[src/rtl/logic16_pipe_chip_if.sv]
// Handshake and data bundle for logic16_pipe_chip.
//   in_valid/in_ready   upstream operand handshake
//   a, b, op            operand word and operation select
//   out_valid/out_ready downstream result handshake
//   out, zr, ng         result word with zero and negative flags
// master: the side that produces operands and consumes results.
// slave:  the logic unit itself.
interface logic16_pipe_chip_if;
    logic        in_valid;
    logic        in_ready;
    logic [15:0] a;
    logic [15:0] b;
    logic [1:0]  op;
    logic        out_valid;
    logic        out_ready;
    logic [15:0] out;
    logic        zr;
    logic        ng;

    modport master (
        output in_valid, a, b, op, out_ready,
        input  in_ready, out_valid, out, zr, ng
    );

    modport slave (
        input  in_valid, a, b, op, out_ready,
        output in_ready, out_valid, out, zr, ng
    );
endinterface

[src/rtl/logic16_pipe_chip.sv]
// Two-stage pipelined 16-bit bitwise logic unit with valid/ready handshakes.
// Stage 1 registers the operands, stage 2 registers the result and its flags.
// Ports:
//   clk    rising-edge clock
//   rst_n  synchronous reset, active-low
//   bus    logic16_pipe_chip_if.slave
//          op: 00=AND, 01=OR, 10=XOR, 11=NOT a (b ignored)
//          zr=1 when out==0, ng=out[15]
module logic16_pipe_chip (
    input  logic                 clk,
    input  logic                 rst_n,
    logic16_pipe_chip_if.slave   bus
);
    // The Hack word is fixed at 16 bits.
    localparam int WIDTH = 16;

    logic             s1_valid;
    logic [WIDTH-1:0] s1_a;
    logic [WIDTH-1:0] s1_b;
    logic [1:0]       s1_op;

    logic             s2_valid;
    logic [WIDTH-1:0] s2_out;
    logic             s2_zr;
    logic             s2_ng;

    logic             s1_adv;
    logic             s2_adv;
    logic [WIDTH-1:0] result;

    // A stage may advance when it is empty or when the stage below moves.
    assign s2_adv = !s2_valid || bus.out_ready;
    assign s1_adv = !s1_valid || s2_adv;

    assign bus.in_ready  = s1_adv;
    assign bus.out_valid = s2_valid;
    assign bus.out       = s2_out;
    assign bus.zr        = s2_zr;
    assign bus.ng        = s2_ng;

    // Built only from AND/OR/NOT; XOR is expanded into its sum-of-products form.
    always_comb begin
        result = '0;
        case (s1_op)
            2'b00:   result = s1_a & s1_b;
            2'b01:   result = s1_a | s1_b;
            2'b10:   result = (s1_a & ~s1_b) | (~s1_a & s1_b);
            default: result = ~s1_a;
        endcase
    end

    // Data registers only load with a valid word so idle cycles leave them quiet.
    always_ff @(posedge clk) begin
        if (!rst_n) begin
            s1_valid <= 1'b0;
            s1_a     <= '0;
            s1_b     <= '0;
            s1_op    <= 2'b00;
        end else if (s1_adv) begin
            s1_valid <= bus.in_valid;
            if (bus.in_valid) begin
                s1_a  <= bus.a;
                s1_b  <= bus.b;
                s1_op <= bus.op;
            end
        end
    end

    // When stage 1 is empty the result registers keep their last value.
    always_ff @(posedge clk) begin
        if (!rst_n) begin
            s2_valid <= 1'b0;
            s2_out   <= '0;
            s2_zr    <= 1'b0;
            s2_ng    <= 1'b0;
        end else if (s2_adv) begin
            s2_valid <= s1_valid;
            if (s1_valid) begin
                s2_out <= result;
                s2_zr  <= ~|result;
                s2_ng  <= result[WIDTH-1];
            end
        end
    end
endmodule
[src/flat_wrapper.sv]
// flat-port wrapper written by rule: the top's interface ports become plain ports
module logic16_pipe_chip_flat 
  (clk, rst_n, bus_in_valid, bus_a, bus_b, bus_op, bus_out_ready, bus_in_ready, bus_out_valid, bus_out, bus_zr, bus_ng);
  logic16_pipe_chip_if bus_i ();
  input  logic clk;
  input  logic rst_n;
  input wire logic [$bits(bus_i.in_valid)-1:0] bus_in_valid;
  input wire logic [$bits(bus_i.a)-1:0] bus_a;
  input wire logic [$bits(bus_i.b)-1:0] bus_b;
  input wire logic [$bits(bus_i.op)-1:0] bus_op;
  input wire logic [$bits(bus_i.out_ready)-1:0] bus_out_ready;
  output wire logic [$bits(bus_i.in_ready)-1:0] bus_in_ready;
  output wire logic [$bits(bus_i.out_valid)-1:0] bus_out_valid;
  output wire logic [$bits(bus_i.out)-1:0] bus_out;
  output wire logic [$bits(bus_i.zr)-1:0] bus_zr;
  output wire logic [$bits(bus_i.ng)-1:0] bus_ng;
  assign bus_i.in_valid = bus_in_valid;
  assign bus_i.a = bus_a;
  assign bus_i.b = bus_b;
  assign bus_i.op = bus_op;
  assign bus_i.out_ready = bus_out_ready;
  assign bus_in_ready = bus_i.in_ready;
  assign bus_out_valid = bus_i.out_valid;
  assign bus_out = bus_i.out;
  assign bus_zr = bus_i.zr;
  assign bus_ng = bus_i.ng;
  logic16_pipe_chip u_core (.clk(clk), .rst_n(rst_n), .bus(bus_i));
endmodule
[config.mk]
export PLATFORM = sky130hd
export DESIGN_NAME = logic16_pipe_chip_flat
export DESIGN_NICKNAME = d
export VERILOG_FILES = /design/src/rtl/logic16_pipe_chip_if.sv /design/src/rtl/logic16_pipe_chip.sv /design/src/flat_wrapper.sv
export SDC_FILE = /design/constraint.sdc
export NUM_CORES = 1
export LEC_CHECK = 0
export ABC_AREA = 1
export BUFFER_PORTS_ARGS = -buffer_cell sky130_fd_sc_hd__buf_2
export CAP_MARGIN = 20
export CORE_MARGIN = 3
export CORE_UTILIZATION = 50
export DETAILED_ROUTE_END_ITERATION = 8
export PLACE_DENSITY = 0.85
export SYNTH_ARGS = -nofsm -noshare
export SYNTH_HDL_FRONTEND = slang
export SYNTH_SLANG_ARGS = --single-unit
[constraint.sdc]
create_clock -name clk -period 2.45 [get_ports clk]
set_input_delay 0.49 -clock clk [delete_from_list [all_inputs] [get_ports clk]]
set_output_delay 0.49 -clock clk [all_outputs]
set_load 0.005 [all_outputs]
---- Word-level counts from Yosys, hierarchy flattened ----
Cells that the tools add are included.
word-level totals
  bits of input ports ..................... 38
  register bits ........................... 54
  logic and storage cells ................. 27
  output and inout bits ................... 20
operators by class
  reductions and logical operators ........ 9
  bitwise gates (word level) .............. 7
  equality and inequality tests ........... 2
  mux-type cells .......................... 1
operator list
  operator              number
  $and A16 B16 Y16      3
  $pmux W16 S3          1
  $not A16 Y16          2
  $or A16 B16 Y16       2
  $reduce_or A16 Y1     1
  $reduce_and A2 Y1     2
  $logic_not A1 Y1      3
  $eq A2 B1 Y1 const B  1
  $eq A2 B2 Y1 const B  1
  $logic_not A2 Y1      1
  $logic_or A1 B1 Y1    2

---- Depth between registers and ports, before layout ----
Gate-level depths: netlist of run 1.
  word-level depth ........................ 6
  depth in mapped cells ................... 11
  mapped depth without buffers ............ 10

---- Worst setup path before layout of run 1 ----
Ideal clock, no wire load.
  path kind ............................... input-to-reg
  start ................................... input port bus_out_ready
  end ..................................... register u_core.s1_a[0]
  buffers on the path ..................... 2
  setup time .............................. 0.119 ns
  data arrival time ....................... 1.308 ns
  stages on the path ...................... 6
  setup slack ............................. 1.023 ns
  required time ........................... 2.331 ns
  path through ............................ inv_1 nand3_1 nand2_1 clkbuf_1 buf_2 a21oi_1
between the ends
  cells in the longest elaborated chain, start to end .. 3
RTL lines
  what                         line                     RTL
  start, declared              flat_wrapper.sv:11       input wire logic [$bits(bus_i.out_ready)-1:0] bus_out_ready;
  $logic_or A1 B1 Y1           logic16_pipe_chip.sv:32  assign s2_adv = !s2_valid || bus.out_ready;
  $logic_or A1 B1 Y1           logic16_pipe_chip.sv:33  assign s1_adv = !s1_valid || s2_adv;
  via bus_in_ready             flat_wrapper.sv:12       output wire logic [$bits(bus_i.in_ready)-1:0] bus_in_ready;
  $reduce_and A2 Y1 (no line)  --
  end signal, assigned         logic16_pipe_chip.sv:62  s1_a <= bus.a;
  end, declared                logic16_pipe_chip.sv:18  logic [WIDTH-1:0] s1_a;
The timed path passes the listed nets, and every way through them passes these cells.
A chain may end at the register's enable or synchronous reset.

---- Worst setup path in the final report of run 1 ----
  start ................................... register u_core.s1_op[0]
  end ..................................... register u_core.s2_zr (netlist: u_core.bus.zr)
between the ends
  cells in the longest elaborated chain, start to end .. 4
  elaborated cells on any way between the ends .. 6
  those cells by class .................... eq/ne: 2; mux: 1; reduce/logical: 3
RTL lines
  what                                  line                     RTL
  start, declared                       logic16_pipe_chip.sv:20  logic [1:0] s1_op;
  start signal, assigned                logic16_pipe_chip.sv:64  s1_op <= bus.op;
  $eq A2 B2 Y1 (tied with other cells)  logic16_pipe_chip.sv:44  case (s1_op)
  $pmux W16 S3 *                        logic16_pipe_chip.sv:44
  $reduce_or A16 Y1 *                   logic16_pipe_chip.sv:80  s2_zr <= ~|result;
  $logic_not A1 Y1 *                    logic16_pipe_chip.sv:80
  end signal, assigned                  logic16_pipe_chip.sv:80
  end, declared                         logic16_pipe_chip.sv:24  logic s2_zr;
Mark *: on every way between the ends. The rest lies on a longest branch, timed or not.

==> summary.txt, run 1 <==
Status - completed
Post-CTS sizing - 0
Endpoint arrival time on the critical path - 1940 ps
Placed instance area - 3100 um2
Final routed wirelength across all metal layers - 6200 um
Final HPWL DP - 4350 um
Element type at the critical path start - flip-flop
Number of nets in the final layout - 494
Post-Route Setup TNS - 0 ps
Share of the clock period used by the worst path - 70.7%
CTS hold repair buffers - 0
Clock tree sinks - 53
Sequential cell area fraction in the yosys report - 37.6%
Final Max Tran Viols - 0
Number of port buffers - 57
Leak - 1.57 nW
Class of the most critical setup path - flip-flop to flip-flop
Gate power share - 18.9%
Distinct cell type count of the synthesized netlist - 20
Worst-path fanout max - 17
Non-filler cells, final - 494
Starting DRT DRC Count - 126
Global routing's busiest layer - met2
Number of vias after detailed routing - 2592
Crit path required time - 2660 ps
Number of antenna cells inserted - 0
Sw power - 0.529 mW
Layout cells sized above 1 - 17.5%
Avg WL per Cell - 12.5 um
Count of max-cap constraint violations - 0
Width of the die - 81.1 um
First-pass GRT wire length - 10200 um
Clock period minus worst slack - 1730 ps
Met2 Usage GRT - 34.9%
Total chip power - 1.89 mW
Number of instances in the synthesized netlist - 380
Via count normalized by instance count - 5.25
Number of cells after detailed placement - 487
Endpoints failing hold - 0
Clk pwr share - 30.3%
Layout overhead on the synthesized area - 13.7%
M3 GR Usage - 4.21%
Post-synthesis instance area - 2820 um2
Final setup violating endpoints - 0
Level count of the clock H-tree - 2
Kind of path behind the tightest hold check - primary input to flip-flop
Maximum root-to-sink buffer count - 2
TritonCTS clock tree - done
Clock Tree Root - sky130_fd_sc_hd__clkbuf_8
Number of global-route vias before repair - 2394
Switching part of the total - 28.0%
DRC Markers - 0
Die span in y - 81.1 um
Average cell area after synthesis - 7.42 um2
Post-synthesis register bit count - 53
Core region area - 5270 um2
Slew margin rel. - 53.2%
Clock transition at the register clock pins on the worst setup and hold paths after CTS - 90 ps
Power Density - 589 nW/um2
Core Rows - 26
Max VDD drop - 0.235 mV
Number of buffers added by the clock tree synthesis step - 5
Pin slew with the least headroom to its limit - 701 ps
Setup repair bufs after CTS - 0
Synth warn - 0
Unrepaired setup endpoints after global routing - no
Overall overflow remaining after global route - 0
Final instance area - 3210 um2
Highest Clock Rate - 577 MHz
Total routing usage reported by global routing - 19.6%
Routability congestion estimate - 0.827
Post-synth net total - 450
Total iterations of the first detailed-routing run - 4
Sequential group share of total power - 50.8%
Fraction of met1 tracks used by global routing - 23.7%
Number of top-level design ports - 58
Internal power component - 1.36 mW
Kind of end point of the critical path - flip-flop
Remaining number of nets flagged by the antenna check after routing - 0
Die area - 6580 um2
Clock Skews - 7.95 ps
Starting utilization of the core area - 53.5%
Antenna violations before repair - 0
Maximum number of pins on one net before global-route repair - 52
Worst skew pair latency - 300 ps
-- routing by layer --
metal / share of wire, % / routed length, um
met1: 44 / 2740
met2: 48 / 2990
met3: 5.7 / 351
met4: 1.8 / 113
met5: 0 / 0
-- final timing paths --
check,start,end,slack (ps),cells past startpoint
setup / recovery,u_core.s1_op[0]$_SDFFE_PN0P_,u_core.bus.zr$_SDFFE_PN0P_,720,9
hold / removal,bus_b[8],u_core.s1_b[8]$_SDFFE_PN0P_,450,3
setup reg to reg,u_core.s1_op[0]$_SDFFE_PN0P_,u_core.bus.zr$_SDFFE_PN0P_,720,9
hold reg to reg,u_core.s1_b[1]$_SDFFE_PN0P_,u_core.s1_b[1]$_SDFFE_PN0P_,490,2
-- cell families after synthesis --
logic type	share of synthesized area (%)
and+or+nand+nor	18.9
AOI/OAI and AO/OA	17.5
buffers and inverters	11.8
DFF	37.6
adders and majority gates	14.2
-- synthesized netlist by cell type --
| cell | number | share of area, % |
|---|---|---|
| sky130_fd_sc_hd__dfxtp_1 | 53 | 38 |
| sky130_fd_sc_hd__buf_2 | 4 | 0.71 |
| sky130_fd_sc_hd__buf_1 | 1 | 0.13 |
| sky130_fd_sc_hd__nor2_2 | 1 | 0.22 |
| sky130_fd_sc_hd__o2111ai_1 | 1 | 0.31 |
| sky130_fd_sc_hd__inv_1 | 49 | 6.5 |
| sky130_fd_sc_hd__inv_6 | 1 | 0.31 |
| sky130_fd_sc_hd__a21oi_2 | 1 | 0.31 |
| sky130_fd_sc_hd__a21oi_1 | 41 | 7.3 |
| sky130_fd_sc_hd__nand2_1 | 50 | 6.7 |
| sky130_fd_sc_hd__nand4_1 | 11 | 2.4 |
| sky130_fd_sc_hd__o21ai_0 | 54 | 9.6 |
| sky130_fd_sc_hd__buf_6 | 5 | 2.0 |
| sky130_fd_sc_hd__ha_1 | 32 | 14 |
| sky130_fd_sc_hd__nor2_1 | 33 | 4.4 |
| sky130_fd_sc_hd__buf_4 | 1 | 0.27 |
| sky130_fd_sc_hd__nor2_4 | 1 | 0.40 |
| sky130_fd_sc_hd__nand3_1 | 27 | 4.8 |
| sky130_fd_sc_hd__clkbuf_1 | 13 | 1.7 |
| sky130_fd_sc_hd__inv_2 | 1 | 0.13 |
-- worst max-delay path: stages, from the launching register on --
cell	delay, ps
sky130_fd_sc_hd__dfxtp_1	350
sky130_fd_sc_hd__buf_4	220
sky130_fd_sc_hd__nor2_4	380
sky130_fd_sc_hd__nand2_1	110
sky130_fd_sc_hd__nand3_1	100
sky130_fd_sc_hd__o21ai_0	170
sky130_fd_sc_hd__nand2_1	120
sky130_fd_sc_hd__nor2_1	50
sky130_fd_sc_hd__nand3_1	80
sky130_fd_sc_hd__a21oi_2	50
-- power by group through the flow --
stage	Combinational (mW)	Clock (mW)	Sequential [mW]
6_report	0.358	0.572	0.958
5_1_grt	0.413	0.608	0.966
4_1_cts	0.359	0.583	0.958
3_5_place_dp	0.354	0	0.978
3_3_place_gp	0.342	0	0.973
2_1_floorplan	0.255	0	0.971
-- registers in the layout, indices dropped and copies added, names as in the netlist --
signal                cells
u_core.bus.ng             1
u_core.bus.out           15
u_core.bus.out_valid      1
u_core.bus.zr             1
u_core.s1_a              16
u_core.s1_b              16
u_core.s1_op              2
u_core.s1_valid           1
-- layout by cell type, fill, tap and decap left out, drive strengths merged --
cell / count
bufinv: 1
buf: 61
o2111ai: 1
nand3: 27
ha: 32
nor2: 35
o21ai: 54
nand2: 50
clkbuf: 5
nand4: 11
clkinv: 1
dfxtp: 53
inv: 51
a21oi: 42
-- metrics by stage --
| stage | utilization (%) | worst slack [ps] | hold WS [ps] |
|---|---|---|---|
| global placement | 58.9 | 731 | 471 |
| global route | 60.8 | 640 | 465 |
| finish | 60.8 | 717 | 454 |
| CTS | 60.8 | 721 | 458 |
| floorplan | - | 1020 | 454 |
| detailed placement | 58.9 | 712 | 482 |
-- area by class of cell --
cell class,count,area (um2)
Tap cell,70,87.6
Timing Repair Buffer,61,328
Inverter,51,196
Multi-Input combinational cell,252,1430
Clock buffer,5,68.8
Sequential cell,53,1060
Fill cell,506,2060
Clock inverter,2,35.0
(Power assumes the default switching activity.)
==> run 2, diff against run 1 <==
==> constraint.sdc (replaced) <==
create_clock -name clk -period 1.65 [get_ports clk]
set_input_delay 0.33 -clock clk [delete_from_list [all_inputs] [get_ports clk]]
set_output_delay 0.33 -clock clk [all_outputs]
set_load 0.005 [all_outputs]
==> run 2 against run 1 <==
  * Critical path depth stayed put
  * Critical endpoint unchanged
  * Sequential power is 48% higher
  * Critical path type unchanged
  * Sequential cell count stayed put
  * Clock-buffer cell count stayed put
  * Non-clock buffer count is 5 higher
  * First-iteration DRC count is 7.1% higher
  * Worst setup slack worse by 600 ps
  * Largest cell class unchanged
  * Fmax is 13% higher
==> summary.txt, run 2 (same netlist as run 1, synthesis figures left out) <==
Kind of end point of the critical path - flip-flop (unchanged)
Total routing usage reported by global routing - 20.1% (was 19.6%)
Die span in y - 81.1 um (unchanged)
First-pass GRT wire length - 10400 um (was 10200 um)
Number of buffers added by the clock tree synthesis step - 5 (unchanged)
Number of port buffers - 57 (unchanged)
Number of antenna cells inserted - 0 (unchanged)
Crit path required time - 1900 ps (was 2660 ps)
Number of global-route vias before repair - 2399 (was 2394)
CTS hold repair buffers - 0 (unchanged)
Number of nets in the final layout - 500 (was 494)
Via count normalized by instance count - 5.10 (was 5.25)
Antenna violations before repair - 0 (unchanged)
Endpoint arrival time on the critical path - 1780 ps (was 1940 ps)
Post-CTS sizing - 0 (unchanged)
Max VDD drop - 0.434 mV (was 0.235 mV)
Clock transition at the register clock pins on the worst setup and hold paths after CTS - 90 ps (about the same)
Final-layout fill cell count - 499 (was 506)
Power Density - 819 nW/um2 (was 589 nW/um2)
Maximum root-to-sink buffer count - 2 (unchanged)
Remaining number of nets flagged by the antenna check after routing - 0 (unchanged)
Clk pwr share - 25.5% (was 30.3%)
Count of max-cap constraint violations - 0 (unchanged)
Width of the die - 81.1 um (unchanged)
Final setup violating endpoints - 0 (unchanged)
Setup repair bufs after CTS - 0 (unchanged)
Core region area - 5270 um2 (unchanged)
Starting utilization of the core area - 53.5% (unchanged)
Worst skew pair latency - 310 ps (was 300 ps)
Unrepaired setup endpoints after global routing - no (unchanged)
Kind of path behind the tightest hold check - primary input to flip-flop (unchanged)
Number of cells on the worst reg-to-reg path - 9 (unchanged)
Layout overhead on the synthesized area - 14.5% (was 13.7%)
Cells on Worst Hold Path - 3 (unchanged)
Layout cells sized above 1 - 19.3% (was 17.5%)
Class of the most critical setup path - flip-flop to flip-flop (unchanged)
Worst-path fanout max - 3 (was 17)
Level count of the clock H-tree - 2 (unchanged)
Overall overflow remaining after global route - 0 (unchanged)
Clock tree sinks - 53 (unchanged)
Clock period minus worst slack - 1530 ps (was 1730 ps)
Core Rows - 26 (unchanged)
DRC Markers - 0 (unchanged)
Highest Clock Rate - 653 MHz (was 577 MHz)
Endpoints failing hold - 0 (unchanged)
Pin slew with the least headroom to its limit - 470 ps (was 701 ps)
Number of vias after detailed routing - 2546 (was 2592)
Status - completed (unchanged)
Final HPWL DP - 4650 um (was 4350 um)
Leak - 1.58 nW (was 1.57 nW)
Avg WL per Cell - 12.4 um (was 12.5 um)
Final Max Tran Viols - 0 (unchanged)
Leading cell type in the layout, fill and taps excluded - sky130_fd_sc_hd__buf_2 (unchanged)
Share of the clock period used by the worst path - 92.8% (was 70.7%)
Sw power - 0.775 mW (was 0.529 mW)
Die area - 6580 um2 (unchanged)
Starting DRT DRC Count - 135 (was 126)
Gate power share - 20.7% (was 18.9%)
Element type at the critical path start - flip-flop (unchanged)
Post-Route Setup TNS - 0 ps (unchanged)
Most frequent cells in the layout - sky130_fd_sc_hd__buf_2 (57), sky130_fd_sc_hd__o21ai_0 (52), sky130_fd_sc_hd__dfxtp_1 (51) (was sky130_fd_sc_hd__buf_2 (57), sky130_fd_sc_hd__o21ai_0 (54), sky130_fd_sc_hd__dfxtp_1 (53))
Final routed wirelength across all metal layers - 6210 um (was 6200 um)
Number of top-level design ports - 58 (unchanged)
Smallest hold slack - 296 ps (was 454 ps)
TritonCTS clock tree - done (unchanged)
Clock Tree Root - sky130_fd_sc_hd__clkbuf_8 (unchanged)
Switching part of the total - 29.3% (was 28.0%)
Maximum number of pins on one net before global-route repair - 57 (was 52)
Internal power component - 1.87 mW (was 1.36 mW)
Routability congestion estimate - 0.886 (was 0.827)
Clock Skews - 4.22 ps (was 7.95 ps)
Slew margin rel. - 68.6% (was 53.2%)
Sequential group share of total power - 53.9% (was 50.8%)
Total iterations of the first detailed-routing run - 4 (unchanged)
run 2: layer usage:
layer  part of all wire [%]  routed length, um  GRT usage [%]
met1                     47               2930           26.5
met2                     45               2810           33.1
met3                    6.1                381           4.32
met4                    1.4                 84           6.08
met5                      0                  0              0
run 2: critical path, cell delays in order, from the launching register on:
cell	delay (ps)
sky130_fd_sc_hd__dfxtp_1	340
sky130_fd_sc_hd__inv_1	90
sky130_fd_sc_hd__ha_1	290
sky130_fd_sc_hd__nand3_1	90
sky130_fd_sc_hd__nand4_1	140
sky130_fd_sc_hd__nor2_1	140
sky130_fd_sc_hd__nand2_1	60
sky130_fd_sc_hd__nor2_1	120
sky130_fd_sc_hd__nand3_1	90
sky130_fd_sc_hd__a21oi_2	110
run 2: power by group through the flow:
stage / logic [mW] / registers, mW / clock network (mW)
floorplan: 0.379 / 1.44 / 0
global placement: 0.521 / 1.45 / 0
detailed placement: 0.535 / 1.45 / 0
CTS: 0.541 / 1.42 / 0.681
global route: 0.636 / 1.44 / 0.722
finish: 0.546 / 1.42 / 0.674
run 2: worst paths after layout:
path                                                   from                           end  slack [ps]
worst max register to register  u_core.s1_a[3]$_SDFFE_PN0P_    u_core.bus.zr$_SDFFE_PN0P_         120
worst min-delay path                              bus_b[15]  u_core.s1_b[15]$_SDFFE_PN0P_         300
worst min register to register  u_core.s1_b[4]$_SDFFE_PN0P_   u_core.s1_b[4]$_SDFFE_PN0P_         490
worst max-delay path            u_core.s1_a[3]$_SDFFE_PN0P_    u_core.bus.zr$_SDFFE_PN0P_         120
run 2: cell type report:
class,instances,area [um2],area share (%)
multi-input cells,253,1440,44.7
inverters,51,196,6.09
clock buffers,5,68.8,2.13
repair buffers,66,365,11.3
clock inverters,1,5.00,0.155
well taps,70,87.6,2.71
flip-flops and latches,53,1060,32.9
run 2: stage by stage:
step / cells / worst slack [ps] / area [um2] / util (%) / power (mW)
CTS: 498 / 43.6 / 3210 / 61.0 / 2.65
global route: 499 / 5.20 / 3230 / 61.3 / 2.79
detailed placement: 492 / 73.4 / 3140 / 59.6 / 1.99
finish: 499 / 119 / 3230 / 61.3 / 2.64
global placement: 492 / 142 / 3140 / 59.6 / 1.97
floorplan: 380 / 311 / 2820 / - / 1.82
